### src/rtl/tl_ul_pkg.sv
// Shared definitions for the TileLink-UL SRAM responder: channel opcodes,
// FSM state encoding and the size-to-beat-count helper.
package tl_ul_pkg;

  localparam logic [2:0] A_PUT_FULL        = 3'd0;
  localparam logic [2:0] A_PUT_PARTIAL     = 3'd1;
  localparam logic [2:0] A_GET             = 3'd4;
  localparam logic [2:0] D_ACCESS_ACK      = 3'd0;
  localparam logic [2:0] D_ACCESS_ACK_DATA = 3'd1;

  // Wide enough to count the beats of the largest encodable size (2^7 / 4 = 32).
  localparam int BEAT_W = 6;

  typedef enum logic [2:0] {
    ST_IDLE,
    ST_RD_WAIT,
    ST_RD_RESP,
    ST_WR,
    ST_ACK
  } state_e;

  // Number of 32-bit beats carried by a message of 2^size bytes.
  function automatic logic [BEAT_W-1:0] beats_from_size(input logic [2:0] size);
    if (size <= 3'd2) return BEAT_W'(1);
    return BEAT_W'(1) << (size - 3'd2);
  endfunction

endpackage

### src/rtl/tl_ul_sram_responder_if.sv
// TileLink-UL A and D channel bundle between a master and this responder.
interface tl_ul_sram_responder_if #(
  parameter int SRC_W  = 3,
  parameter int ADDR_W = 15
);

  logic              a_valid;
  logic              a_ready;
  logic [2:0]        a_opcode;
  logic [2:0]        a_param;
  logic [2:0]        a_size;
  logic [SRC_W-1:0]  a_source;
  logic [ADDR_W-1:0] a_address;
  logic [3:0]        a_mask;
  logic [31:0]       a_data;
  logic              a_corrupt;

  logic              d_valid;
  logic              d_ready;
  logic [2:0]        d_opcode;
  logic [1:0]        d_param;
  logic [2:0]        d_size;
  logic [SRC_W-1:0]  d_source;
  logic              d_sink;
  logic              d_denied;
  logic [31:0]       d_data;
  logic              d_corrupt;

  modport master (
    output a_valid, a_opcode, a_param, a_size, a_source, a_address, a_mask, a_data, a_corrupt,
    input  a_ready,
    input  d_valid, d_opcode, d_param, d_size, d_source, d_sink, d_denied, d_data, d_corrupt,
    output d_ready
  );

  modport slave (
    input  a_valid, a_opcode, a_param, a_size, a_source, a_address, a_mask, a_data, a_corrupt,
    output a_ready,
    output d_valid, d_opcode, d_param, d_size, d_source, d_sink, d_denied, d_data, d_corrupt,
    input  d_ready
  );

endinterface

### src/rtl/tl_ul_req_check.sv
// Combinational legality decode of the first A beat: unsupported opcode,
// oversize, misaligned or out-of-range requests are denied.
module tl_ul_req_check
  import tl_ul_pkg::*;
#(
  parameter int ADDR_W      = 15,
  parameter int MAX_SIZE    = 3,
  parameter int DEPTH_BYTES = 32768
) (
  input  logic [2:0]        opcode,
  input  logic [2:0]        size,
  input  logic [ADDR_W-1:0] address,
  output logic              denied
);

  logic [31:0] span;
  logic [31:0] addr_ext;
  logic        bad_op;
  logic        bad_size;
  logic        misaligned;
  logic        overrun;

  // Evaluate each deny reason in 32-bit arithmetic so address+span cannot wrap.
  always_comb begin
    span       = 32'd1 << size;
    addr_ext   = 32'(address);
    bad_op     = !(opcode inside {A_PUT_FULL, A_PUT_PARTIAL, A_GET});
    bad_size   = 32'(size) > 32'(MAX_SIZE);
    misaligned = (addr_ext & (span - 32'd1)) != 32'd0;
    overrun    = (addr_ext + span) > 32'(DEPTH_BYTES);
    denied     = bad_op | bad_size | misaligned | overrun;
  end

endmodule

### src/rtl/tl_ul_sram_responder.sv
// TileLink-UL manager terminating Get/PutFullData/PutPartialData into a
// single-port synchronous word memory. Optional denied-request counter is
// built when TLRSP_DENY_CNT_EN is defined (ports deny_cnt / deny_cnt_clr).
module tl_ul_sram_responder
  import tl_ul_pkg::*;
#(
  parameter int SRC_W       = 3,
  parameter int ADDR_W      = 15,
  parameter int MAX_SIZE    = 3,
  parameter int DEPTH_BYTES = 32768
) (
  input  logic                clock,
  input  logic                reset,
`ifdef TLRSP_DENY_CNT_EN
  output logic [15:0]         deny_cnt,
  input  logic                deny_cnt_clr,
`endif
  tl_ul_sram_responder_if.slave tl,
  output logic                mem_req,
  output logic                mem_we,
  output logic [ADDR_W-3:0]   mem_addr,
  output logic [3:0]          mem_wmask,
  output logic [31:0]         mem_wdata,
  input  logic [31:0]         mem_rdata
);

  localparam int WADDR_W = ADDR_W - 2;

  state_e             state_q, state_d;
  logic [BEAT_W-1:0]  beats_q, beats_d;     // beats still to return (Get) or accept (Put)
  logic [WADDR_W-1:0] addr_q, addr_d;       // word address of the last issued access
  logic [SRC_W-1:0]   source_q, source_d;
  logic [2:0]         size_q, size_d;
  logic               denied_q, denied_d;
  logic [31:0]        data_q, data_d;

  logic               req_denied;
  logic               accept_ok;
  logic               resp_valid;
  logic               a_fire;
  logic               d_fire;
  logic               a_is_get;
  logic [BEAT_W-1:0]  req_beats;
  logic [WADDR_W-1:0] req_waddr;
  logic [WADDR_W-1:0] next_waddr;
  logic               unused_ok;

  tl_ul_req_check #(
    .ADDR_W      (ADDR_W),
    .MAX_SIZE    (MAX_SIZE),
    .DEPTH_BYTES (DEPTH_BYTES)
  ) u_req_check (
    .opcode  (tl.a_opcode),
    .size    (tl.a_size),
    .address (tl.a_address),
    .denied  (req_denied)
  );

  // A is only open while idle or collecting Put beats, and never during reset.
  assign accept_ok  = !reset && (state_q == ST_IDLE || state_q == ST_WR);
  assign resp_valid = (state_q == ST_RD_RESP) || (state_q == ST_ACK);
  assign a_fire     = tl.a_valid & accept_ok;
  assign d_fire     = resp_valid & tl.d_ready;
  assign a_is_get   = tl.a_opcode == A_GET;
  assign req_beats  = beats_from_size(tl.a_size);
  assign req_waddr  = tl.a_address[ADDR_W-1:2];
  assign next_waddr = addr_q + WADDR_W'(1);
  assign unused_ok  = ^tl.a_param;

  // State and captured request context.
  always_ff @(posedge clock or posedge reset) begin
    // NOTE: sequential state is written with non-blocking assignments so every flop samples pre-edge values.
    if (reset) begin
      state_q  <= ST_IDLE;
      beats_q  <= '0;
      addr_q   <= '0;
      source_q <= '0;
      size_q   <= '0;
      denied_q <= 1'b0;
      data_q   <= '0;
    end else begin
      state_q  <= state_d;
      beats_q  <= beats_d;
      addr_q   <= addr_d;
      source_q <= source_d;
      size_q   <= size_d;
      denied_q <= denied_d;
      data_q   <= data_d;
    end
  end

  // Next-state decode.
  always_comb begin
    // NOTE: each variable gets a default before the case so no latch is inferred.
    state_d = state_q;
    case (state_q)
      ST_IDLE: begin
        if (a_fire) begin
          if (a_is_get) state_d = req_denied ? ST_RD_RESP : ST_RD_WAIT;
          else          state_d = (req_beats == BEAT_W'(1)) ? ST_ACK : ST_WR;
        end
      end
      ST_RD_WAIT: state_d = ST_RD_RESP;
      ST_RD_RESP: begin
        // Denied Gets skip the memory round trip and emit beats back to back.
        if (d_fire) begin
          if (beats_q == BEAT_W'(1)) state_d = ST_IDLE;
          else                       state_d = denied_q ? ST_RD_RESP : ST_RD_WAIT;
        end
      end
      ST_WR:   if (a_fire && beats_q == BEAT_W'(1)) state_d = ST_ACK;
      ST_ACK:  if (d_fire) state_d = ST_IDLE;
      default: state_d = ST_IDLE;
    endcase
  end

  // Context capture, beat counting and read-data capture.
  always_comb begin
    beats_d  = beats_q;
    addr_d   = addr_q;
    source_d = source_q;
    size_d   = size_q;
    denied_d = denied_q;
    data_d   = data_q;
    case (state_q)
      ST_IDLE: begin
        if (a_fire) begin
          source_d = tl.a_source;
          size_d   = tl.a_size;
          denied_d = req_denied;
          addr_d   = req_waddr;
          data_d   = '0;
          beats_d  = a_is_get ? req_beats : req_beats - BEAT_W'(1);
        end
      end
      ST_RD_WAIT: data_d = mem_rdata;
      ST_RD_RESP: begin
        if (d_fire) begin
          beats_d = beats_q - BEAT_W'(1);
          addr_d  = next_waddr;
        end
      end
      ST_WR: begin
        if (a_fire) begin
          beats_d = beats_q - BEAT_W'(1);
          addr_d  = next_waddr;
        end
      end
      default: ;
    endcase
  end

  // Memory port: first access straight from the A beat, later ones from addr_q+1.
  always_comb begin
    mem_req   = 1'b0;
    mem_we    = 1'b0;
    mem_addr  = addr_q;
    mem_wmask = '0;
    mem_wdata = '0;
    case (state_q)
      ST_IDLE: begin
        if (a_fire && !req_denied) begin
          mem_addr = req_waddr;
          if (a_is_get) begin
            mem_req = 1'b1;
          end else if (!tl.a_corrupt) begin
            mem_req   = 1'b1;
            mem_we    = 1'b1;
            mem_wmask = tl.a_mask;
            mem_wdata = tl.a_data;
          end
        end
      end
      ST_WR: begin
        if (a_fire && !denied_q && !tl.a_corrupt) begin
          mem_req   = 1'b1;
          mem_we    = 1'b1;
          mem_addr  = next_waddr;
          mem_wmask = tl.a_mask;
          mem_wdata = tl.a_data;
        end
      end
      ST_RD_RESP: begin
        if (d_fire && !denied_q && beats_q != BEAT_W'(1)) begin
          mem_req  = 1'b1;
          mem_addr = next_waddr;
        end
      end
      default: ;
    endcase
  end

  // Channel outputs, all sourced from registered state.
  always_comb begin
    tl.a_ready   = accept_ok;
    tl.d_valid   = resp_valid;
    tl.d_opcode  = (state_q == ST_RD_RESP) ? D_ACCESS_ACK_DATA : D_ACCESS_ACK;
    tl.d_param   = 2'd0;
    tl.d_size    = size_q;
    tl.d_source  = source_q;
    tl.d_sink    = 1'b0;
    tl.d_denied  = denied_q;
    tl.d_data    = data_q;
    tl.d_corrupt = denied_q;
  end

`ifdef TLRSP_DENY_CNT_EN
  logic [15:0] deny_cnt_q, deny_cnt_d;
  logic        last_d_fire;

  assign last_d_fire = d_fire & ((state_q == ST_ACK) | (beats_q == BEAT_W'(1)));
  assign deny_cnt    = deny_cnt_q;

  // Saturating count of denied requests; clear wins over a same-cycle increment.
  always_comb begin
    deny_cnt_d = deny_cnt_q;
    if (deny_cnt_clr)                                          deny_cnt_d = '0;
    else if (last_d_fire && denied_q && deny_cnt_q != 16'hFFFF) deny_cnt_d = deny_cnt_q + 16'd1;
  end

  // Deny counter register.
  always_ff @(posedge clock or posedge reset) begin
    if (reset) deny_cnt_q <= '0;
    else       deny_cnt_q <= deny_cnt_d;
  end
`endif

endmodule

### src/flat_wrapper.sv
// flat-port wrapper written by rule: the top's interface ports become plain ports
module tl_ul_sram_responder_flat import tl_ul_pkg::*;
#(
  parameter int SRC_W       = 3,
  parameter int ADDR_W      = 15,
  parameter int MAX_SIZE    = 3,
  parameter int DEPTH_BYTES = 32768
)
  (clock, reset, mem_req, mem_we, mem_addr, mem_wmask, mem_wdata, mem_rdata, tl_a_valid, tl_a_opcode, tl_a_param, tl_a_size, tl_a_source, tl_a_address, tl_a_mask, tl_a_data, tl_a_corrupt, tl_a_ready, tl_d_valid, tl_d_opcode, tl_d_param, tl_d_size, tl_d_source, tl_d_sink, tl_d_denied, tl_d_data, tl_d_corrupt, tl_d_ready);
  tl_ul_sram_responder_if #(.SRC_W(SRC_W), .ADDR_W(ADDR_W)) tl_i ();
  input  logic clock;
  input  logic reset;
  output logic mem_req;
  output logic mem_we;
  output logic [ADDR_W-3:0] mem_addr;
  output logic [3:0] mem_wmask;
  output logic [31:0] mem_wdata;
  input  logic [31:0] mem_rdata;
  input wire logic [$bits(tl_i.a_valid)-1:0] tl_a_valid;
  input wire logic [$bits(tl_i.a_opcode)-1:0] tl_a_opcode;
  input wire logic [$bits(tl_i.a_param)-1:0] tl_a_param;
  input wire logic [$bits(tl_i.a_size)-1:0] tl_a_size;
  input wire logic [$bits(tl_i.a_source)-1:0] tl_a_source;
  input wire logic [$bits(tl_i.a_address)-1:0] tl_a_address;
  input wire logic [$bits(tl_i.a_mask)-1:0] tl_a_mask;
  input wire logic [$bits(tl_i.a_data)-1:0] tl_a_data;
  input wire logic [$bits(tl_i.a_corrupt)-1:0] tl_a_corrupt;
  output wire logic [$bits(tl_i.a_ready)-1:0] tl_a_ready;
  output wire logic [$bits(tl_i.d_valid)-1:0] tl_d_valid;
  output wire logic [$bits(tl_i.d_opcode)-1:0] tl_d_opcode;
  output wire logic [$bits(tl_i.d_param)-1:0] tl_d_param;
  output wire logic [$bits(tl_i.d_size)-1:0] tl_d_size;
  output wire logic [$bits(tl_i.d_source)-1:0] tl_d_source;
  output wire logic [$bits(tl_i.d_sink)-1:0] tl_d_sink;
  output wire logic [$bits(tl_i.d_denied)-1:0] tl_d_denied;
  output wire logic [$bits(tl_i.d_data)-1:0] tl_d_data;
  output wire logic [$bits(tl_i.d_corrupt)-1:0] tl_d_corrupt;
  input wire logic [$bits(tl_i.d_ready)-1:0] tl_d_ready;
  assign tl_i.a_valid = tl_a_valid;
  assign tl_i.a_opcode = tl_a_opcode;
  assign tl_i.a_param = tl_a_param;
  assign tl_i.a_size = tl_a_size;
  assign tl_i.a_source = tl_a_source;
  assign tl_i.a_address = tl_a_address;
  assign tl_i.a_mask = tl_a_mask;
  assign tl_i.a_data = tl_a_data;
  assign tl_i.a_corrupt = tl_a_corrupt;
  assign tl_a_ready = tl_i.a_ready;
  assign tl_d_valid = tl_i.d_valid;
  assign tl_d_opcode = tl_i.d_opcode;
  assign tl_d_param = tl_i.d_param;
  assign tl_d_size = tl_i.d_size;
  assign tl_d_source = tl_i.d_source;
  assign tl_d_sink = tl_i.d_sink;
  assign tl_d_denied = tl_i.d_denied;
  assign tl_d_data = tl_i.d_data;
  assign tl_d_corrupt = tl_i.d_corrupt;
  assign tl_i.d_ready = tl_d_ready;
  tl_ul_sram_responder #(.SRC_W(SRC_W), .ADDR_W(ADDR_W), .MAX_SIZE(MAX_SIZE), .DEPTH_BYTES(DEPTH_BYTES)) u_core (.clock(clock), .reset(reset), .tl(tl_i), .mem_req(mem_req), .mem_we(mem_we), .mem_addr(mem_addr), .mem_wmask(mem_wmask), .mem_wdata(mem_wdata), .mem_rdata(mem_rdata));
endmodule
### config.mk
export PLATFORM = sky130hd
export DESIGN_NAME = tl_ul_sram_responder_flat
export DESIGN_NICKNAME = d
export VERILOG_FILES = /design/src/rtl/tl_ul_pkg.sv /design/src/rtl/tl_ul_sram_responder_if.sv /design/src/rtl/tl_ul_req_check.sv /design/src/rtl/tl_ul_sram_responder.sv /design/src/flat_wrapper.sv
export SDC_FILE = /design/constraint.sdc
export NUM_CORES = 1
export LEC_CHECK = 0
export BUFFER_PORTS_ARGS = -buffer_cell sky130_fd_sc_hd__buf_2
export CAP_MARGIN = 20
export CORE_AREA = 2 2 107 109
export CTS_CLUSTER_DIAMETER = 120
export CTS_CLUSTER_SIZE = 16
export DETAILED_ROUTE_END_ITERATION = 10
export DIE_AREA = 0 0 109 111
export PLACE_DENSITY = 0.77
export RECOVER_POWER = 25
export SLEW_MARGIN = 30
export SYNTH_ARGS = -nofsm -noshare
export SYNTH_HDL_FRONTEND = slang
export SYNTH_SLANG_ARGS = --single-unit
### constraint.sdc
create_clock -name clock -period 3.35 [get_ports clock]
set_input_delay 0.335 -clock clock [delete_from_list [all_inputs] [get_ports clock]]
set_output_delay 0.335 -clock clock [all_outputs]
set_load 0.05 [all_outputs]
After elaboration in Yosys (flattened, before gate mapping)
Cells that the tools add are included.

Word-level logic and storage cells: 110. Bits in registers: 61. Input port bits: 100. Output and inout bits: 99.

Reduce and logical (&&, ||, !) cells: 24. Equality and inequality tests: 14. Magnitude comparators: 3. Shift operators: 2. Add/sub/neg operators: 6. Mux-type cells: 48. Bitwise gates (word level): 6.

Operators by type and width (count): 2-to-1 mux 32 bit (5); case mux 32 bit (2 select lines) (2); 2-to-1 mux 13 bit (6); case mux 13 bit (3 select lines) (2); 2-to-1 mux 6 bit (6); adder 15 x 32 -> 32 bit (1); bitwise AND 15 x 32 -> 32 bit (1); > comparator 32 x 16 -> 1 bit (second input constant) (1); nonzero test 32 bit (1); << shifter 1 x 3 -> 32 bit (first input constant) (1); subtractor 32 x 1 -> 32 bit (second input constant) (1); 2-to-1 mux 3 bit (7); case mux 6 bit (3 select lines) (1); 2-to-1 mux 4 bit (4); case mux 3 bit (5 select lines) (1); adder 13 x 1 -> 13 bit (second input constant) (1); equality test 6 x 1 -> 1 bit (second input constant) (2); subtractor 6 x 1 -> 6 bit (second input constant) (2); 2-to-1 mux 1 bit (9); != test 2 x 1 -> 1 bit (second input constant) (4); case mux 4 bit (2 select lines) (1); AND reduction 4 bit (2); logical AND 1 bit (7); equality test 3 x 1 -> 1 bit (second input constant) (2); 19 further kinds (33).

Depth between registers and ports, before layout
Depth after elaboration: 10. Mapped depth: 15. Mapped depth without buffers: 11.

Cells and area by module
From an unflattened synthesis, not the netlist that was laid out.

Cell total of the unflattened synthesis: 577. Area, all modules: 4584.4 µm².

By module, submodules not included: tl_ul_sram_responder (area each 3853.7 µm², cells an instance 482, instances 1, sequential area each 1526.5 µm²); tl_ul_req_check (area each 730.7 µm², cells an instance 95, instances 1, sequential area each 0.0 µm²).

Least setup slack after synthesis
No wires, ideal clock.

Path kind: input to output. From: input tl_a_size[1]. To: output mem_addr[9]. Path slack: -906 ps. Data required time: 3015 ps. Stages on the path: 12. Arrival: 3921 ps. Path buffers: 2. Cells stage by stage: buf_2 > inv_1 > and3_1 > fa_1 > maj3_1 > a21o_1 > a31oi_1 > mux2_2 > nand4_2 > buf_2 > a21oi_1 > o31ai_1.

Cells in the longest elaborated chain, start to end: 10. Elaborated cells between the ends (all ways): 14. Those cells by class: 2 x add/sub; 2 x order compare; 1 x shift; 2 x mux; 4 x bitwise; 3 x reduce/logical.

Ends and longest elaborated chain: start: declaration (line flat_wrapper.sv:22) `input wire logic [$bits(tl_i.a_size)-1:0] tl_a_size;`; parallel branches: the longest is 5 deep, another holds adder 15 x 32 -> 32 bit; bitwise OR 1 bit (*) (line tl_ul_req_check.sv:31) `denied = bad_op | bad_size | misaligned | overrun;`; zero test 1 bit (*) (line tl_ul_sram_responder.sv:162) `if (a_fire && !req_denied) begin`; logical AND 1 bit (*) (line tl_ul_sram_responder.sv:162); 2-to-1 mux 13 bit (*) (line tl_ul_sram_responder.sv:162); case mux 13 bit (3 select lines) (*) (line tl_ul_sram_responder.sv:160) `case (state_q)`; end: declaration (line flat_wrapper.sv:15) `output logic [ADDR_W-3:0] mem_addr;`.

Mark *: on every way between the ends.

Worst setup path after layout
From: input tl_a_size[2]. To: output mem_wdata[4].

Cells in the longest elaborated chain, start to end: 10. Elaborated cells between the ends (all ways): 14. Those cells by class: 2 x add/sub; 2 x order compare; 1 x shift; 2 x mux; 4 x bitwise; 3 x reduce/logical.

Ends and longest elaborated chain: parallel branches: the longest is 5 deep, another holds adder 15 x 32 -> 32 bit; bitwise OR 1 bit (*) (line tl_ul_req_check.sv:31); zero test 1 bit (*) (line tl_ul_sram_responder.sv:162); logical AND 1 bit (*) (line tl_ul_sram_responder.sv:162); 2-to-1 mux 32 bit (*) (line tl_ul_sram_responder.sv:162); case mux 32 bit (2 select lines) (*) (line tl_ul_sram_responder.sv:160); end: declaration (line flat_wrapper.sv:17) `output logic [31:0] mem_wdata;`.

Marked as above.

==> flow_summary.ini <==
[run_status]
outcome = finished with violations
violations = setup timing

[floorplan]
dieArea_mm2 = 0.0121
core_mm2 = 0.0111
row_count = 39
start_util = 0.436
die_w_um = 109
ios = 199
die_h_um = 111

[final_layout]
area_growth_pct = 61.3
fin_nets = 986
utilization = 0.704
drive_gt1_frac = 0.435
antennaDiodeCount = 0

[clocking]
cts_root_buf = clkbuf_16
cts_tree = yes
cts_buffers = 9
clock_sinks = 61
hold_buffers = 0
cts.clk_slew.worst_paths_ns = 0.06
htreeDepth = 3
worstSkewPairLatency_ns = 0.33
cts_buffer_depth = 2

[drt]
drtPass1Iterations = 5
route.vias.total = 5716
drt-initial-drc-count = 523
via_per_inst = 5.63
wirelength_mm = 16.9
wl_per_cell_um = 16.7
antenna_left = 0
drc_errors = 0

[synthesis]
syn_area_mm2 = 0.00483
ys_seq_elements = 61
synth.most_common_cell = nand2_1
synth.avg_cell_area_um2 = 7.55
yosysTopAreaCellShare = 0.316
synth_cell_types = 62
async_reset_ff_frac = 1.00
synth-edff-count = 0
ys.flop_type = dfrtp_1
yosys_warnings = 0
syn_inst = 640
yosysTopAreaCell = dfrtp_1
synth.top_cells.by_area = dfrtp_1, nand2_1, o21ai_0
synth-seq-area-share = 0.316
yosys-top-cells-count = nand2_1, o21ai_0, dfrtp_1

[power_and_ir_drop]
p_leak_nw = 3.62
max-vdd-ir-drop_mv = 0.501
power_mw = 6.27
p_per_area_mw_per_mm2 = 804

[sta]
hold_viol_final = 0
fin_skew_ns = 0.00737
clock.fmax_mhz = 286
slew_headroom = 0.271
finalCriticalPeriod_ns = 3.49
finalSetupViolCount = 44
slew_viol_final = 0
finalCritPeriodShare = 1.04
rsz0062_at_grt = yes
tightestPinTransition_ns = 1.09
fin_ws_ns = -0.143

[placed_design]
dp_hpwl_mm = 11.4
port_buffers = 190
gp_congestion = 0.960

[grt]
grt_pass1_vias = 5415
grt_max_degree = 45
antenna_found_initial = 0
grt_pass1_wl_mm = 26.2
grt_overflow = 0
track_usage = 0.271

[worst_setup_path]
cp.arrival_ns = 3.16
cp_max_fo = 7
r2r_slack_ns = 0.95
critPathRequiredTime_ns = 3.01
critPathKind = primary input to output port
cp-end-kind = output port
start_kind = primary input

[flow_run]
cap_viol_max_count = 0

[hold_path]
hold_class = primary input to async pin
==> per-layer routing <==
| layer | vias up | GRT usage | part of all wire |
|---|---|---|---|
| met1 | 2666 | 0.319 | 0.37 |
| met2 | 312 | 0.484 | 0.52 |
| met3 | 47 | 0.0506 | 0.081 |
| li1 | 2691 | - | - |
| met5 | - | 0 | 0 |
| met4 | 0 | 0.0957 | 0.031 |
==> cell usage in the layout, fill, tap and decap left out, drive strengths merged, types with 11 or more instances in the layout <==
| master | netlist | layout |
|---|---|---|
| nand2 | 106 | 106 |
| a21oi | 41 | 41 |
| dfrtp | 61 | 61 |
| and3 | 11 | 11 |
| o21ai | 70 | 70 |
| clkbuf | 33 | 15 |
| nand3 | 26 | 26 |
| buf | 17 | 260 |
| nor3 | 16 | 16 |
| nor2b | 44 | 44 |
| ha | 18 | 18 |
| nor2 | 43 | 43 |
| inv | 17 | 17 |
==> final timing paths <==
kind	to	startpoint	depth (start not counted)
max	mem_wdata[4]	tl_a_size[2]	14
min	u_core.addr_q[5]	reset	2
max reg2reg	u_core.addr_q[12]	u_core.addr_q[1]	9
min reg2reg	u_core.tl.d_source[2]	u_core.tl.d_source[2]	1
max in group asynchronous	u_core.tl.d_data[31]	reset	3
min in group clock	u_core.tl.d_data[3]	mem_rdata[3]	3
==> kinds of logic after synthesis <==
group | after synthesis | share of synthesized area
mux | 11 | 0.0249
fa+ha+maj | 22 | 0.0570
other cells | 1 | 0.000776
compound gates | 176 | 0.222
flops | 61 | 0.316
buf+inv | 68 | 0.0619
xor+xnor | 12 | 0.0217
simple gates | 289 | 0.296
==> stage by stage <==
stage / std cells / TNS [ns] / setup slack [ns] / cell area (µm²) / hold WS (ns)
3_5_place_dp: 988 / -14.04 / -0.317 / 6650 / 0.397
6_report: 1015 / -4.20 / -0.143 / 7800 / 0.183
2_1_floorplan: 644 / -5.19 / -0.184 / 5280 / 0.452
4_1_cts: 1014 / -3.00 / -0.117 / 7650 / 0.0454
3_3_place_gp: 988 / -12.23 / -0.333 / 6640 / 0.392
5_1_grt: 1015 / -8.67 / -0.231 / 7800 / 0.215
==> registers in the layout, summed over array words and instances, names as in the netlist <==
register / cells
u_core.addr_q: 13
u_core.beats_q: 6
u_core.state_q: 3
u_core.tl.d_corrupt: 1
u_core.tl.d_data: 32
u_core.tl.d_size: 3
u_core.tl.d_source: 3
==> report_power, final <==
group | internal [mW] | total, mW | switching (mW)
clock | 0.540 | 0.869 | 0.329
combinational | 1.32 | 4.04 | 2.72
sequential | 1.08 | 1.36 | 0.287
==> worst max-delay path: stages <==
cell and delay (ns):
buf_12 0.10, nor3_4 0.04, ha_2 0.19, fa_2 0.39
maj3_2 0.33, a21o_1 0.18, a31oi_2 0.20, mux2_4 0.34
a41o_4 0.27, a31oi_4 0.24, buf_12 0.17, buf_12 0.16
nor2b_4 0.05, buf_6 0.15
==> cell type report <==
cell class	instances	area (µm²)
clock buffers	13	260
inverters	18	90.1
fillers	850	3280
well taps	143	179
repair buffers	262	2060
flip-flops and latches	61	1530
clock inverters	3	20.0
multi-input cells	515	3660
==> timing repair <==
| action | 4_1_cts | 5_1_grt |
|---|---|---|
| endpoints found under the setup margin | 51 | 51 |
| gates resized for setup | 161 | 45 |
| pin swaps | 16 | 23 |
| buffers inserted | 7 | 5 |
| gates cloned | 3 | 0 |
Note: power is estimated with default switching activity, not from simulation.
